==> src/rtl/uart_pkg.sv <==
// Shared UART definitions for the transmitter and the matching receiver.
//
// Contents:
//   PAR_NONE / PAR_ODD / PAR_EVEN : parity-mode codes for the PARITY parameter
//   uart_state_e                  : frame FSM states
//   calc_div()                    : rounded clock-cycles-per-bit divisor
package uart_pkg;

    localparam int PAR_NONE = 0;
    localparam int PAR_ODD  = 1;
    localparam int PAR_EVEN = 2;

    typedef enum logic [2:0] {
        ST_IDLE   = 3'd0,
        ST_START  = 3'd1,
        ST_DATA   = 3'd2,
        ST_PARITY = 3'd3,
        ST_STOP   = 3'd4
    } uart_state_e;

    // Round to nearest rather than truncate so the bit period error stays
    // within half a clock cycle.
    function automatic int calc_div(input int clk_freq, input int baud);
        return (clk_freq + baud / 2) / baud;
    endfunction

endpackage

==> src/rtl/uart_baud_gen.sv <==
// Baud-rate tick generator shared by the UART transmitter and receiver.
//
// Ports:
//   clk  : system clock, rising edge
//   rst  : asynchronous active-high reset
//   en   : count while high; the counter is held at 0 while low
//   tick : one-cycle pulse on the last cycle of every DIV-cycle bit period
module uart_baud_gen #(
    parameter int DIV = 434
) (
    input  logic clk,
    input  logic rst,
    input  logic en,
    output logic tick
);

    localparam int CW = (DIV > 1) ? $clog2(DIV) : 1;
    localparam logic [CW-1:0] LAST = CW'(DIV - 1);

    logic [CW-1:0] cnt_q;
    logic [CW-1:0] cnt_d;

    // Holding the counter at 0 while disabled means the first bit after
    // enable is a full DIV cycles long.
    always_comb begin
        cnt_d = '0;
        if (en) begin
            cnt_d = (cnt_q == LAST) ? '0 : cnt_q + 1'b1;
        end
    end

    always_ff @(posedge clk or posedge rst) begin
        if (rst) begin
            cnt_q <= '0;
        end else begin
            cnt_q <= cnt_d;
        end
    end

    assign tick = en && (cnt_q == LAST);

endmodule

==> src/rtl/uart_tx_fifo.sv <==
// UART transmitter with an input FIFO.
//
// Words pushed with a valid/ready handshake are queued and sent LSB first
// as start bit, DATA_BITS data bits, optional parity bit and STOP_BITS stop
// bits. Back-to-back frames are sent with no idle time between them.
//
// Ports:
//   clk        : system clock, rising edge
//   rst        : asynchronous active-high reset (aborts frame, empties FIFO)
//   tx_data    : word to transmit
//   tx_valid   : tx_data valid this cycle
//   tx_ready   : FIFO has room; transfer when tx_valid && tx_ready
//   uart_tx    : registered serial line, idle high
//   tx_busy    : frame on the line or words still queued
//   fifo_count : current FIFO occupancy
module uart_tx_fifo
    import uart_pkg::*;
#(
    parameter int CLK_FREQ   = 50_000_000,
    parameter int BAUD       = 115200,
    parameter int DATA_BITS  = 8,
    parameter int PARITY     = 0,
    parameter int STOP_BITS  = 1,
    parameter int FIFO_DEPTH = 16
) (
    input  logic                          clk,
    input  logic                          rst,
    input  logic [DATA_BITS-1:0]          tx_data,
    input  logic                          tx_valid,
    output logic                          tx_ready,
    output logic                          uart_tx,
    output logic                          tx_busy,
    output logic [$clog2(FIFO_DEPTH):0]   fifo_count
);

    localparam int DIV = calc_div(CLK_FREQ, BAUD);
    localparam int AW  = $clog2(FIFO_DEPTH);
    localparam int CW  = AW + 1;

    localparam logic [3:0] LAST_DATA = 4'(DATA_BITS - 1);
    localparam logic [3:0] LAST_STOP = 4'(STOP_BITS - 1);

    // FIFO storage and bookkeeping
    logic [DATA_BITS-1:0] mem_q [FIFO_DEPTH];
    logic [DATA_BITS-1:0] mem_d [FIFO_DEPTH];
    logic [AW-1:0]        wr_ptr_q, wr_ptr_d;
    logic [AW-1:0]        rd_ptr_q, rd_ptr_d;
    logic [CW-1:0]        count_q, count_d;

    // Frame engine
    uart_state_e          state_q, state_d;
    logic [DATA_BITS-1:0] shift_q, shift_d;
    logic                 par_q, par_d;
    logic [3:0]           bit_cnt_q, bit_cnt_d;
    logic                 uart_tx_q, uart_tx_d;
    logic                 tx_busy_q, tx_busy_d;

    logic                 push;
    logic                 pop;
    logic                 fifo_empty;
    logic                 tick;
    logic [DATA_BITS-1:0] head;

    assign tx_ready   = (count_q != CW'(FIFO_DEPTH));
    assign push       = tx_valid && tx_ready;
    assign fifo_empty = (count_q == '0);
    assign head       = mem_q[rd_ptr_q];

    uart_baud_gen #(
        .DIV (DIV)
    ) u_baud_gen (
        .clk  (clk),
        .rst  (rst),
        .en   (state_q != ST_IDLE),
        .tick (tick)
    );

    // FIFO next state; pointers wrap naturally because the depth is a
    // power of two.
    always_comb begin
        mem_d    = mem_q;
        wr_ptr_d = wr_ptr_q;
        rd_ptr_d = rd_ptr_q;
        count_d  = count_q;
        if (push) begin
            mem_d[wr_ptr_q] = tx_data;
            wr_ptr_d        = wr_ptr_q + 1'b1;
        end
        if (pop) begin
            rd_ptr_d = rd_ptr_q + 1'b1;
        end
        case ({push, pop})
            2'b10:   count_d = count_q + 1'b1;
            2'b01:   count_d = count_q - 1'b1;
            default: count_d = count_q;
        endcase
    end

    // Frame FSM. The parity bit is computed once when the word is loaded,
    // and the next word is popped at the end of the stop period so frames
    // follow each other without an idle bit.
    always_comb begin
        state_d   = state_q;
        shift_d   = shift_q;
        par_d     = par_q;
        bit_cnt_d = bit_cnt_q;
        pop       = 1'b0;
        case (state_q)
            ST_IDLE: begin
                if (!fifo_empty) begin
                    pop     = 1'b1;
                    shift_d = head;
                    par_d   = (PARITY == PAR_ODD) ? ~(^head) : (^head);
                    state_d = ST_START;
                end
            end
            ST_START: begin
                if (tick) begin
                    bit_cnt_d = '0;
                    state_d   = ST_DATA;
                end
            end
            ST_DATA: begin
                if (tick) begin
                    shift_d = shift_q >> 1;
                    if (bit_cnt_q == LAST_DATA) begin
                        bit_cnt_d = '0;
                        state_d   = (PARITY == PAR_NONE) ? ST_STOP : ST_PARITY;
                    end else begin
                        bit_cnt_d = bit_cnt_q + 1'b1;
                    end
                end
            end
            ST_PARITY: begin
                if (tick) begin
                    bit_cnt_d = '0;
                    state_d   = ST_STOP;
                end
            end
            ST_STOP: begin
                if (tick) begin
                    if (bit_cnt_q == LAST_STOP) begin
                        bit_cnt_d = '0;
                        if (!fifo_empty) begin
                            pop     = 1'b1;
                            shift_d = head;
                            par_d   = (PARITY == PAR_ODD) ? ~(^head) : (^head);
                            state_d = ST_START;
                        end else begin
                            state_d = ST_IDLE;
                        end
                    end else begin
                        bit_cnt_d = bit_cnt_q + 1'b1;
                    end
                end
            end
            default: begin
                state_d = ST_IDLE;
            end
        endcase
    end

    // Line level is decoded from the current state and then registered, so
    // the line trails the FSM by one cycle and no input reaches uart_tx
    // combinationally.
    always_comb begin
        uart_tx_d = 1'b1;
        case (state_q)
            ST_START:  uart_tx_d = 1'b0;
            ST_DATA:   uart_tx_d = shift_q[0];
            ST_PARITY: uart_tx_d = par_q;
            default:   uart_tx_d = 1'b1;
        endcase
        tx_busy_d = (state_q != ST_IDLE) || !fifo_empty;
    end

    always_ff @(posedge clk or posedge rst) begin
        if (rst) begin
            mem_q     <= '{default: '0};
            wr_ptr_q  <= '0;
            rd_ptr_q  <= '0;
            count_q   <= '0;
            state_q   <= ST_IDLE;
            shift_q   <= '0;
            par_q     <= 1'b0;
            bit_cnt_q <= '0;
            uart_tx_q <= 1'b1;
            tx_busy_q <= 1'b0;
        end else begin
            mem_q     <= mem_d;
            wr_ptr_q  <= wr_ptr_d;
            rd_ptr_q  <= rd_ptr_d;
            count_q   <= count_d;
            state_q   <= state_d;
            shift_q   <= shift_d;
            par_q     <= par_d;
            bit_cnt_q <= bit_cnt_d;
            uart_tx_q <= uart_tx_d;
            tx_busy_q <= tx_busy_d;
        end
    end

    assign uart_tx    = uart_tx_q;
    assign tx_busy    = tx_busy_q;
    assign fifo_count = count_q;

endmodule
==> config.mk <==
export PLATFORM = sky130hd
export DESIGN_NAME = uart_tx_fifo
export DESIGN_NICKNAME = d
export VERILOG_FILES = /design/src/rtl/uart_pkg.sv /design/src/rtl/uart_baud_gen.sv /design/src/rtl/uart_tx_fifo.sv
export SDC_FILE = /design/constraint.sdc
export NUM_CORES = 1
export LEC_CHECK = 0
export CAP_MARGIN = 30
export CORE_MARGIN = 4
export CORE_UTILIZATION = 60
export DETAILED_ROUTE_END_ITERATION = 7
export PLACE_DENSITY = 0.76
export SLEW_MARGIN = 20
export SYNTH_ARGS = -nofsm -noshare
export SYNTH_HDL_FRONTEND = slang
export SYNTH_SLANG_ARGS = --single-unit
==> constraint.sdc <==
create_clock -name clk -period 7.1 [get_ports clk]
set_input_delay 1.42 -clock clk [delete_from_list [all_inputs] [get_ports clk]]
set_output_delay 1.42 -clock clk [all_outputs]
set_load 0.05 [all_outputs]
Yosys cells after proc, flatten, opt, wreduce, memory -nomap -nowiden
Cells that the tools add are included.
- bits in writable memories: 0
- latch bits: 0
- memories: 0
- bits in registers: 168
- bits of input ports: 11
- logic and storage cells: 111
- bits in read-only memories: 0
- output and inout bits: 8
- div/mod/pow operators: 0
- $mul: 0
- equality and inequality tests: 17
- reduce and logical (&&, ||, !) cells: 19
- shifts and indexed selects: 0
- magnitude comparators: 3
- add/sub/neg operators: 6
- bitwise gates (word level): 2
- muxes and demuxes: 38
- operators with widths (cell ; count):
    128-bit bitwise mux ; 1
    8-bit 2-to-1 mux ; 7
    8-bit binary-select mux with 4-bit select ; 1
    8-bit demux with 4-bit select ; 1
    8-bit one-hot mux with 3 select lines ; 1
    3-bit 2-to-1 mux ; 7
    4-bit 2-to-1 mux ; 5
    9-bit 2-to-1 mux ; 2
    3-bit one-hot mux with 5 select lines ; 1
    2-bit inequality test (second input constant) ; 7
    4-bit by 1-bit adder with 4-bit output (second input constant) ; 3
    4-bit one-hot mux with 3 select lines ; 1
    5-bit greater-or-equal comparator (second input constant) ; 2
    4-bit inverter with 5-bit output ; 2
    5-bit one-hot mux with 2 select lines ; 1
    9-bit by 1-bit adder with 9-bit output (second input constant) ; 1
    9-bit equality test (second input constant) ; 1
    3-bit nonzero test ; 3
    4-bit AND reduction ; 2
    8-bit XOR reduction ; 1
    1-bit 2-to-1 mux ; 7
    7-bit AND reduction ; 1
    3-bit by 2-bit equality test with 1-bit output (second input constant) ; 2
    5-bit by 1-bit adder with 5-bit output (second input constant) ; 1
    20 further kinds ; 24

Depth between registers and ports, before layout
Gate-level depths: netlist (run 1).
- depth in word-level cells: 9
- gate-level depth with buffers: 17

Cells and area by module
Synthesis (run 1) repeated with hierarchy kept, for this count alone.
- cell total of the unflattened synthesis: 584
- area total of the unflattened synthesis: 8137.8 sq um
- modules (own cells, without submodules) (module ; area each (sq um) ; cells each ; instances):
    uart_tx_fifo ; 7647.3 ; 535 ; 1
    uart_baud_gen ; 490.5 ; 49 ; 1

Least setup slack after synthesis (run 1)
OpenSTA, ideal clock, no wires.
- path kind: flip-flop to flip-flop
- from: register count_q[1], in the netlist fifo_count[1]
- to: register count_q[4], in the netlist fifo_count[4]
- path buffers: 4
- path slack: 3538 ps
- arrival time: 3417 ps
- required time: 6955 ps
- cell stages (with the launch flop): 18
- cells stage by stage: dfrtp_1 -> buf_2 -> nor4_1 -> nand2_1 -> and2_1 -> clkbuf_1 -> buf_2 -> inv_1 -> ha_1 -> clkbuf_1 -> xor2_1 -> ha_1 -> o21ai_0 -> a21oi_1 -> a21oi_1 -> xor2_1 -> nor2_1 -> xor2_1
- RTL lines (element ; RTL line ; text):
    start: declaration ; uart_tx_fifo.sv:48 ; logic [CW-1:0] count_q, count_d;
    start signal: assignment ; uart_tx_fifo.sv:193 ; count_q <= count_d;
    5-bit inequality test (*) ; uart_tx_fifo.sv:64 ; assign tx_ready = (count_q != CW'(FIFO_DEPTH));
    via tx_ready ; uart_tx_fifo.sv:30 ; output logic tx_ready,
    1-bit logical AND (*) ; uart_tx_fifo.sv:65 ; assign push = tx_valid && tx_ready;
    2-bit by 1-bit equality test with 1-bit output or 2-bit equality test (tied branches) ; uart_tx_fifo.sv:92 ; case ({push, pop})
    5-bit one-hot mux with 2 select lines or 2-bit nonzero test (tied branches) ; n/a ;
Mark *: on every way through the listed nets, which the timed path passes. The rest lies on a longest branch.
A chain may end at the register's enable or synchronous reset.

Worst setup path after layout (run 1)
- from: input port tx_valid
- to: register count_q[4], in the netlist fifo_count[4]
- longest elaborated chain between the ends: 3
- ends and longest elaborated chain (element ; RTL line ; text):
    start: declaration ; uart_tx_fifo.sv:29 ; input logic tx_valid,
    1-bit logical AND (*) ; uart_tx_fifo.sv:65 ;
    2-bit by 1-bit equality test with 1-bit output or 2-bit equality test (tied branches) ; uart_tx_fifo.sv:92 ;
    5-bit one-hot mux with 2 select lines or 2-bit nonzero test (tied branches) ; n/a ;
Every way passes the cells marked *; elsewhere a longest branch is shown, timed or not.

==> summary.md, run 1 <==
| Metric | Value |
|---|---|
| Leakage | 3.82 nW |
| Combinational Power Share | 0.288 |
| Post-synthesis sequential area ratio | 0.528 |
| DRT Pass-1 Iters | 5 |
| Ant diodes | 0 |
| CTS tree | done |
| Sequential share of power | 0.455 |
| Most used cell, CP | xor2_1 |
| Core footprint | 12800 sq um |
| Die W | 123 um |
| Hpwl dp | 10.2 mm |
| Synth Flop Type | dfrtp_1 |
| F_max | 243 MHz |
| Crit path max-delay cell type | and2_1 |
| Final Max Slew Viols | 0 |
| Crit Path Category | input port to register |
| Netlist cell types | 42 |
| Worst r2r src | u_baud_gen.cnt_q[1] |
| Max-slew headroom | 0.470 |
| Fin. Hold Viols | 0 |
| Highest ir drop seen on vdd | 0.000204 V |
| Post-route DRC | 0 |
| Status | finished clean |
| Mean Syn Cell Area | 13.8 sq um |
| Post-DRT Antenna Nets | 0 |
| Initial DRC Count | 430 |
| Post-CTS resize count | 0 |
| Seq cells post-synth | 168 |
| Fillcell total | 884 |
| Worst skew pair latency | 0.42 ns |
| Layout cells sized above 1 | 0.327 |
| Setup repair after global routing missed its margin | no |
| TritonCTS Buffers | 17 |
| Clock buffer depth | 2 |
| Crit-path max cell delay | 0.65 ns |
| FP Rows | 41 |
| Reg clk slew, reported paths | 0.06 ns |
| Critical path arrival | 4.42 ns |
| Worst hold path type | register to register |
| Synth async-reset ratio | 1.00 |
| First-pass GRT wire length | 25.9 mm |
| Setup TNS | 0 ns |
| Int Pwr | 2.42 mW |
| Post-synth EDFFs | 0 |
| Final hold slack | 0.490 ns |
| Vias in the first global route | 5001 |
| Most frequent cells in the layout | 166 x dfrtp_1, 130 x mux2_2, 30 x nand2_1 |
| Crit path time final | 4.12 ns |
| Total track usage | 0.227 |
| CP startpoint | tx_valid |
| Total grt overflow | 0 |
| Input/output buffers | 18 |
| Layout area overhead | 10.5% |
| Synth Warn # | 0 |
| Vias/cell | 6.14 |
| RD Place Congestion | 0.801 |
| CP Launch Type | input port |
| Initial antenna violation count | 0 |
| Die area | 15200 sq um |
| WL/cell | 20.5 um |
| PD cells | 388 nW/um^2 |
| Crit-path leading delay family | simple AND/OR/NAND/NOR gates |
| Switch Pwr | 0.991 mW |
| Clock power frac | 0.258 |
| CP max FO | 22 |
| Final setup violation count | 0 |
| Crit path capture type | register |
| Final WL | 15.8 mm |
| Switching part of the total | 0.290 |
| Clock Skew | 0.0127 ns |
| # H-tree levels | 4 |
| CP bufs+invs | 2 |
| Max Cap Viol | 0 |
| Final nets | 611 |
| Synthesized area | 7970 sq um |
| Total setup buffers inserted after CTS | 0 |
| Commonest non-fill, non-tap cell in the layout | dfrtp_1 |
| Largest net degree at the start of global routing | 85 |
| Worst-Margin Slew | 0.792 ns |
| CTS Sinks | 168 |
| Initial Utilization | 0.621 |
| Post-Syn Instances | 579 |
| HP Start | u_baud_gen.cnt_q[0] |
| Total vias in the final route | 4741 |
| Clock Tree Root | clkbuf_16 |
| Crit-path cells | clkdlybuf4s50_1, and2_1, inv_1, ha_1, xor2_1, ha_1, o21ai_0, a21oi_1, a21oi_1, xor2_1, nor2_1, xor2_1 |
| Worst EP required | 7.40 ns |
| Final Cycle Share | 0.581 |
| Chip height | 123 um |
| Syn Nets | 603 |
| Hold Buf Count CTS | 0 |
| Io pins | 19 |
==> power by group through the flow <==
stage               Clock [mW]  Combinational (mW)  Sequential [mW]
global route             0.931                1.06             1.59
detailed placement           0               0.990             1.56
floorplan                    0               0.785             1.52
CTS                      0.894               0.992             1.55
finish                   0.879               0.983             1.55
global placement             0               0.947             1.52
==> cell type report <==
class | instances | area [sq um] | share of cell area
Clock buffer | 23 | 468 | 0.0532
Clock inverter | 9 | 92.6 | 0.0105
Inverter | 9 | 38.8 | 0.00441
Multi-Input combinational cell | 369 | 3550 | 0.403
Sequential cell | 168 | 4210 | 0.478
Tap cell | 172 | 215 | 0.0244
Timing Repair Buffer | 22 | 230 | 0.0262
==> metrics by stage <==
stage,setup slack [ns],area (sq um),utilization,power [mW],std cells
final,2.98,8800,0.686,3.41,772
after floorplan,1.13,7970,-,2.31,579
after CTS,3.08,8800,0.686,3.43,772
after global placement,2.81,8210,0.640,2.47,739
after global routing,2.88,8800,0.686,3.59,772
after detailed placement,2.65,8240,0.643,2.55,740
==> flip-flops by register name, summed over array words and instances (netlist names) <==
register,flops
mem_q,128
u_baud_gen.cnt_q,9
shift_q,8
fifo_count,5
bit_cnt_q,4
rd_ptr_q,4
wr_ptr_q,4
state_q,3
par_q,1
tx_busy,1
uart_tx,1
==> synth_stat cells (3+ instances only) <==
library cell	instances	area (sq um)
mux4_2	24	541
buf_1	3	11.3
a22oi_1	19	143
xnor2_1	17	149
a21oi_1	15	75.1
or3_1	3	18.8
mux4_1	8	210
xor2_1	9	78.8
nand4_1	6	37.5
nor2b_1	6	37.5
dfrtp_1	167	4180
ha_1	13	163
nand2_1	30	113
nand2b_1	3	18.8
nor2_1	26	97.6
clkbuf_1	17	63.8
mux2i_1	7	70.1
inv_1	9	33.8
nand3_2	4	40.0
buf_2	7	35.0
nand3_1	15	75.1
o21ai_0	12	60.1
mux2_2	130	1460
buf_4	3	22.5
==> cells by family (layout without fill, tap and decap cells) <==
logic type | after synthesis | in the layout | share of synthesized area
compound gates | 53 | 53 | 0.0413
xor+xnor | 26 | 26 | 0.0286
fa+ha+maj | 13 | 13 | 0.0204
buf+inv | 42 | 63 | 0.0262
flops | 168 | 168 | 0.528
mux | 169 | 169 | 0.287
simple gates | 108 | 108 | 0.0686
==> routing by layer <==
| metal | vias to the layer above | share of wire | GRT usage | routed length, um |
|---|---|---|---|---|
| met2 | 90 | 0.53 | 0.392 | 8300 |
| li1 | 2139 | - | - | - |
| met4 | 0 | 0.0059 | 0.0644 | 93 |
| met1 | 2504 | 0.44 | 0.289 | 6880 |
| met3 | 8 | 0.033 | 0.0489 | 515 |
| met5 | - | 0 | 0 | 0 |
==> final timing paths <==
kind                                            end  slack (ns)  cells after the start
worst max-delay path                  fifo_count[4]        2.98                     12
worst min-delay path            u_baud_gen.cnt_q[0]        0.49                      1
worst max register to register        fifo_count[4]        3.56                     15
worst min register to register  u_baud_gen.cnt_q[0]        0.49                      1
max in group asynchronous                   uart_tx        4.34                      4
min in group asynchronous                 mem_q[88]        1.51                      2
(Power assumes the default switching activity.)
==> run 2: changes to the inputs <==
--- a/config.mk
+++ b/config.mk
@@ -7,9 +7,9 @@
 export LEC_CHECK = 0
 export CAP_MARGIN = 30
 export CORE_MARGIN = 4
-export CORE_UTILIZATION = 60
+export CORE_UTILIZATION = 56
 export DETAILED_ROUTE_END_ITERATION = 7
-export PLACE_DENSITY = 0.76
+export PLACE_DENSITY = 0.74
 export SLEW_MARGIN = 20
 export SYNTH_ARGS = -nofsm -noshare
 export SYNTH_HDL_FRONTEND = slang
==> constraint.sdc (replaced) <==
create_clock -name clk -period 3.7 [get_ports clk]
set_input_delay 0.74 -clock clk [delete_from_list [all_inputs] [get_ports clk]]
set_output_delay 0.74 -clock clk [all_outputs]
set_load 0.05 [all_outputs]
==> run 2 against run 1 <==
Worst setup slack got worse by 2.4 ns. Clock power increased by 110%. Count of clock-buffer cells in the layout decreased by 5. Critical endpoint unchanged. Clock skew decreased by 0.0063 ns. Critical path depth increased by 3. Sequential share of layout area decreased by 0.57 points. Utilization decreased by 4.5 points. First-iteration DRC count decreased by 9.1%. Design area increased by 1.2%.
==> summary.md, run 2 (synthesis gave the netlist of run 1 again) <==
| Metric | Value |
|---|---|
| M2 GR Usage | 0.340 |
| Hpwl dp | 10.6 mm |
| Switching part of the total | 0.288 |
| CP startpoint | u_baud_gen.cnt_q[1] |
| Total track usage | 0.216 |
| Setup TNS | 0 ns |
| Total setup buffers inserted after CTS | 0 |
| Crit-path max cell delay | 0.43 ns |
| Total grt overflow | 0 |
| Setup ws final | 0.570 ns |
| Worst r2r src | u_baud_gen.cnt_q[1] |
| Vias/cell | 5.99 |
| Layout cells sized above 1 | 0.338 |
| Crit. path cell count | 15 |
| Final setup violation count | 0 |
| Post-DRT Antenna Nets | 0 |
| Die W | 127 um |
| Clock Tree Root | clkbuf_16 |
| Clock Skew | 0.00646 ns |
| CTS Sinks | 168 |
| Crit path capture type | register |
| DRT Pass-1 Iters | 4 |
| Hold Buf Count CTS | 0 |
| Highest ir drop seen on vdd | 0.000619 V |
| Combinational Power Share | 0.285 |
| CP bufs+invs | 1 |
| Crit path max-delay cell type | nor4_2 |
| Crit Path Category | register to register |
| Worst EP required | 4.02 ns |
| M1 GR Usage | 0.295 |
| Most frequent cells in the layout | 166 x dfrtp_1, 130 x mux2_2, 30 x nand2_1 |
| Status | finished clean |
| Final WL | 16.0 mm |
| Final hold slack | 0.495 ns |
| Flop2flop setup slack | 0.57 ns |
| Initial Utilization | 0.574 |
| Switch Pwr | 1.93 mW |
| Setup repair after global routing missed its margin | no |
| Core footprint | 13900 sq um |
| Input/output buffers | 18 |
| Cell count of the worst reg-to-reg path | 15 |
| RD Place Congestion | 0.839 |
| CP endpoint | fifo_count[4] |
| Layout area overhead | 11.8% |
| Leakage | 3.87 nW |
| Critical path arrival | 3.45 ns |
| Final nets | 615 |
| F_max | 319 MHz |
| Post-route DRC | 0 |
| Initial DRC Count | 391 |
| Largest registers | mem_q: 128 flops, u_baud_gen.cnt_q: 9 flops, shift_q: 8 flops |
| Fin. Hold Viols | 0 |
| Initial antenna violation count | 0 |
| PD cells | 751 nW/um^2 |
| Crit path time final | 3.13 ns |
| Int Pwr | 4.77 mW |
| CP max FO | 8 |
| Chip height | 127 um |
| First-pass GRT wire length | 26.8 mm |
| Largest net degree at the start of global routing | 87 |
| Reg clk slew, reported paths | 0.06 ns |
| Clock buffer depth | 2 |
| Worst skew pair latency | 0.44 ns |
| Clock power frac | 0.273 |
| Crit-path leading delay family | simple AND/OR/NAND/NOR gates |
| Met3 GRT Util | 0.0514 |
| Final Max Slew Viols | 0 |
| Worst-Margin Slew | 0.887 ns |
| Worst slack at placement | 0.638 ns |
| Post-CTS resize count | 0 |
| Ant diodes | 0 |
| Max Cap Viol | 0 |
| Commonest non-fill, non-tap cell in the layout | dfrtp_1 |
| Crit-path cells | inv_1, ha_1, nand4b_1, nor4_2, nand2_1, a21oi_2, ha_1, xor2_1, ha_1, o21ai_0, a21oi_1, a21oi_1, xor2_1, nor2_1, xor2_1 |
| GR peak layer | met2 |
| Vias in the first global route | 5026 |
| Final Cycle Share | 0.846 |
| Worst R2R End | fifo_count[4] |
| Die area | 16200 sq um |
| WL/cell | 20.4 um |
| Max-slew headroom | 0.409 |
| # H-tree levels | 4 |
| Fillcell total | 1026 |
| Worst hold path type | register to register |
| Top reg by flops | mem_q |
| CP Launch Type | register |
| TritonCTS Buffers | 17 |
| Max reg flops | 128 |
| Io pins | 19 |
| Sequential share of power | 0.442 |
| FP Rows | 43 |
| CTS tree | done |
| Total vias in the final route | 4698 |
[run 2: worst min path at each step]
stage                                   start                  end  cells after the start
after global placement    u_baud_gen.cnt_q[0]  u_baud_gen.cnt_q[0]                      1
after global routing                mem_q[40]            mem_q[40]                      1
after CTS                 u_baud_gen.cnt_q[0]  u_baud_gen.cnt_q[0]                      1
after floorplan           u_baud_gen.cnt_q[0]  u_baud_gen.cnt_q[0]                      1
after detailed placement            mem_q[86]            mem_q[86]                      1
final                               mem_q[86]            mem_q[86]                      1
[run 2: cell type report]
type	count	area [sq um]	area share
flip-flops and latches	168	4210	0.472
multi-input cells	369	3550	0.399
clock buffers	18	439	0.0493
repair buffers	26	278	0.0312
well taps	180	225	0.0253
clock inverters	14	171	0.0192
inverters	9	37.5	0.00421
[run 2: worst reg2reg max path, delay by kind of cell (launching register included)]
kind	cells	cell delay, ns
and+or+nand+nor	4	0.81
adders and majority gates	3	0.70
AOI/OAI and AO/OA	4	0.61
xor gates and xnor gates	3	0.44
DFF	1	0.40
buffers and inverters	1	0.06
[run 2: power groups by stage]
stage / combinational (mW) / clock (mW) / sequential (mW)
after floorplan: 1.51 / 0 / 2.92
after global placement: 1.83 / 0 / 2.92
after detailed placement: 1.91 / 0 / 2.98
after CTS: 1.92 / 1.86 / 2.95
after global routing: 2.07 / 1.94 / 3.05
final: 1.91 / 1.83 / 2.96
[run 2: metal layers]
metal,routed length (um),up-vias
met2,7740,87
met1,7200,2445
met5,0,-
met4,403,0
met3,668,26
li1,-,2140
[run 2: through the flow]
stage | std cells | utilization | power [mW] | instance area (sq um)
floorplan | 579 | - | 4.43 | 7970
global placement | 752 | 0.598 | 4.75 | 8300
detailed placement | 752 | 0.598 | 4.89 | 8300
CTS | 784 | 0.642 | 6.74 | 8910
global route | 784 | 0.642 | 7.06 | 8910
finish | 784 | 0.642 | 6.69 | 8910
==> run 3: changes to the inputs <==
--- a/config.mk
+++ b/config.mk
@@ -7,9 +7,9 @@
 export LEC_CHECK = 0
 export CAP_MARGIN = 30
 export CORE_MARGIN = 4
-export CORE_UTILIZATION = 56
+export CORE_UTILIZATION = 60
 export DETAILED_ROUTE_END_ITERATION = 7
-export PLACE_DENSITY = 0.74
+export PLACE_DENSITY = 0.76
 export SLEW_MARGIN = 20
 export SYNTH_ARGS = -nofsm -noshare
 export SYNTH_HDL_FRONTEND = slang
==> constraint.sdc (replaced) <==
create_clock -name clk -period 3 [get_ports clk]
set_input_delay 0.6 -clock clk [delete_from_list [all_inputs] [get_ports clk]]
set_output_delay 0.6 -clock clk [all_outputs]
set_load 0.05 [all_outputs]
==> run 3 against run 2 <==
Design area is 0.48% higher. Largest cell class unchanged. Critical path depth is the same. Final cell count is 0.51% lower.
==> summary.md, run 3 (synthesis gave the netlist of run 1 again) <==
| Metric | Value |
|---|---|
| Status | finished clean |
| Finished Layout Cells | 780 |
| M1 GR Usage | 0.300 |
| Worst hold path type | register to register |
| Hpwl dp | 10.7 mm |
| Vias/cell | 6.14 |
| CP bufs+invs | 1 |
| Ant diodes | 0 |
| Flop2flop setup slack | 0.26 ns |
| RD Place Congestion | 0.791 |
| Vias in the first global route | 5061 |
| Hold Buf Count CTS | 0 |
| Input/output buffers | 18 |
| HP Start | mem_q[126] |
| Clock buffer depth | 2 |
| Commonest non-fill, non-tap cell in the layout | dfrtp_1 |
| First-pass GRT wire length | 26.7 mm |
| Highest ir drop seen on vdd | 0.000563 V |
| Initial antenna violation count | 0 |
| Met3 GRT Util | 0.0407 |
| Hold Crit Depth | 1 |
| Total chip power | 8.16 mW |
| Max Cap Viol | 0 |
| TritonCTS Buffers | 17 |
| # H-tree levels | 4 |
| Initial DRC Count | 261 |
| Io pins | 19 |
| Max-slew headroom | 0.499 |
| Final core occ | 0.698 |
| Placed cell count | 748 |
| Die area | 15200 sq um |
| Leakage | 3.89 nW |
| Fillcell total | 878 |
| Worst skew pair latency | 0.43 ns |
| Cell count of the worst reg-to-reg path | 15 |
| Layout cells sized above 1 | 0.360 |
| Clock Tree Root | clkbuf_16 |
| CTS Sinks | 168 |
| Max reg flops | 128 |
| Worst EP required | 3.34 ns |
| CTS tree | done |
| CP Launch Type | register |
| Hold Path End | mem_q[126] |
| CP max FO | 3 |
| Worst-Margin Slew | 0.750 ns |
| Crit path capture type | register |
| Core footprint | 12800 sq um |
| Most frequent cells in the layout | 162 x dfrtp_1, 130 x mux2_2, 29 x nand2_1 |
| Worst R2R End | fifo_count[4] |
| Final Max Slew Viols | 0 |
| Final nets | 619 |
| Initial Utilization | 0.621 |
| PD cells | 912 nW/um^2 |
| Final WL | 16.2 mm |
| Worst slack at placement | 0.237 ns |
| Total vias in the final route | 4790 |
| Crit Path Category | register to register |
| Crit-path max cell delay | 0.39 ns |
| Crit-path leading delay family | simple AND/OR/NAND/NOR gates |
| M2 GR Usage | 0.405 |
| Layout area overhead | 12.4% |
| Total grt overflow | 0 |
| F_max | 366 MHz |
| Fin. Hold Viols | 0 |
| GR peak layer | met2 |
| Critical path arrival | 3.08 ns |
| Crit path max-delay cell type | dfrtp_1 |
| Reg clk slew, reported paths | 0.06 ns |
| WL/cell | 20.8 um |
| Crit-path cells | inv_1, ha_2, nand4b_1, nor4_2, nand2_1, a21oi_2, ha_2, xor2_1, ha_2, o21ai_2, a21oi_2, a21oi_1, xor2_1, nor2_1, xor2_1 |
| DRT Pass-1 Iters | 5 |
| Die W | 123 um |
| Clock Skew | 0.0107 ns |
| Setup TNS | 0 ns |
| Chip height | 123 um |
| Setup repair after global routing missed its margin | no |
| Largest registers | mem_q: 128 flops, u_baud_gen.cnt_q: 9 flops, shift_q: 8 flops |
| Setup ws final | 0.265 ns |
| Final setup violation count | 0 |
| Post-DRT Antenna Nets | 0 |
| Crit path time final | 2.74 ns |
| Top reg by flops | mem_q |
| Final Cycle Share | 0.912 |
| Total track usage | 0.235 |
| Largest net degree at the start of global routing | 64 |
| FP Rows | 41 |
| Worst r2r src | u_baud_gen.cnt_q[1] |
| Post-route DRC | 0 |
## run 3: cell types whose count changed in the layout (fill, tap and decap cells not counted), sizes merged
cell / before / now
buf: 8 / 12
clkinvlp: 4 / 2
inv: 11 / 12
clkinv: 5 / 7
clkbuf: 18 / 19
bufinv: 3 / 1
## run 3: how the worst max path moves through the flow
stage	endpoint	start	depth (start not counted)	slack (ns)
3_3_place_gp	fifo_count[4]	tx_valid	12	0.29
2_1_floorplan	fifo_count[4]	fifo_count[1]	14	0.008
5_1_grt	fifo_count[4]	u_baud_gen.cnt_q[1]	15	0.02
4_1_cts	fifo_count[4]	fifo_count[1]	12	0.27
3_5_place_dp	fifo_count[4]	tx_valid	12	0.24
6_report	fifo_count[4]	u_baud_gen.cnt_q[1]	15	0.26
## run 3: per-layer routing
| metal | wire length (um) | part of all wire | up-vias |
|---|---|---|---|
| li1 | - | - | 2149 |
| met1 | 6850 | 0.42 | 2522 |
| met2 | 8450 | 0.52 | 92 |
| met3 | 592 | 0.036 | 27 |
| met4 | 330 | 0.020 | 0 |
| met5 | 0 | 0 | - |
## run 3: repair_timing
| action | in CTS | in global routing |
|---|---|---|
| setup buffers | 0 | 0 |
| gates resized for setup | 0 | 7 |
| setup endpoints to repair | 0 | 1 |
## run 3: cell type report
type | count | area [sq um] | share of cell area
flip-flops and latches | 168 | 4210 | 0.471
multi-input cells | 369 | 3590 | 0.401
clock buffers | 19 | 443 | 0.0495
repair buffers | 30 | 333 | 0.0372
well taps | 172 | 215 | 0.0240
clock inverters | 13 | 119 | 0.0133
inverters | 9 | 37.5 | 0.00419
## run 3: where the power goes
| part | switching, mW | leakage, nW | internal, mW |
|---|---|---|---|
| Clock | 0.907 | 0.278 | 1.17 |
| Combinational | 0.989 | 1.52 | 1.40 |
| Sequential | 0.525 | 2.09 | 3.17 |
| Total | 2.42 | 3.89 | 5.74 |
## run 3: per-stage QoR
stage / instance area (sq um) / hold slack (ns)
3_5_place_dp: 8370 / 0.487
2_1_floorplan: 8020 / 0.453
3_3_place_gp: 8370 / 0.464
4_1_cts: 8930 / 0.504
6_report: 8950 / 0.499
5_1_grt: 8950 / 0.510
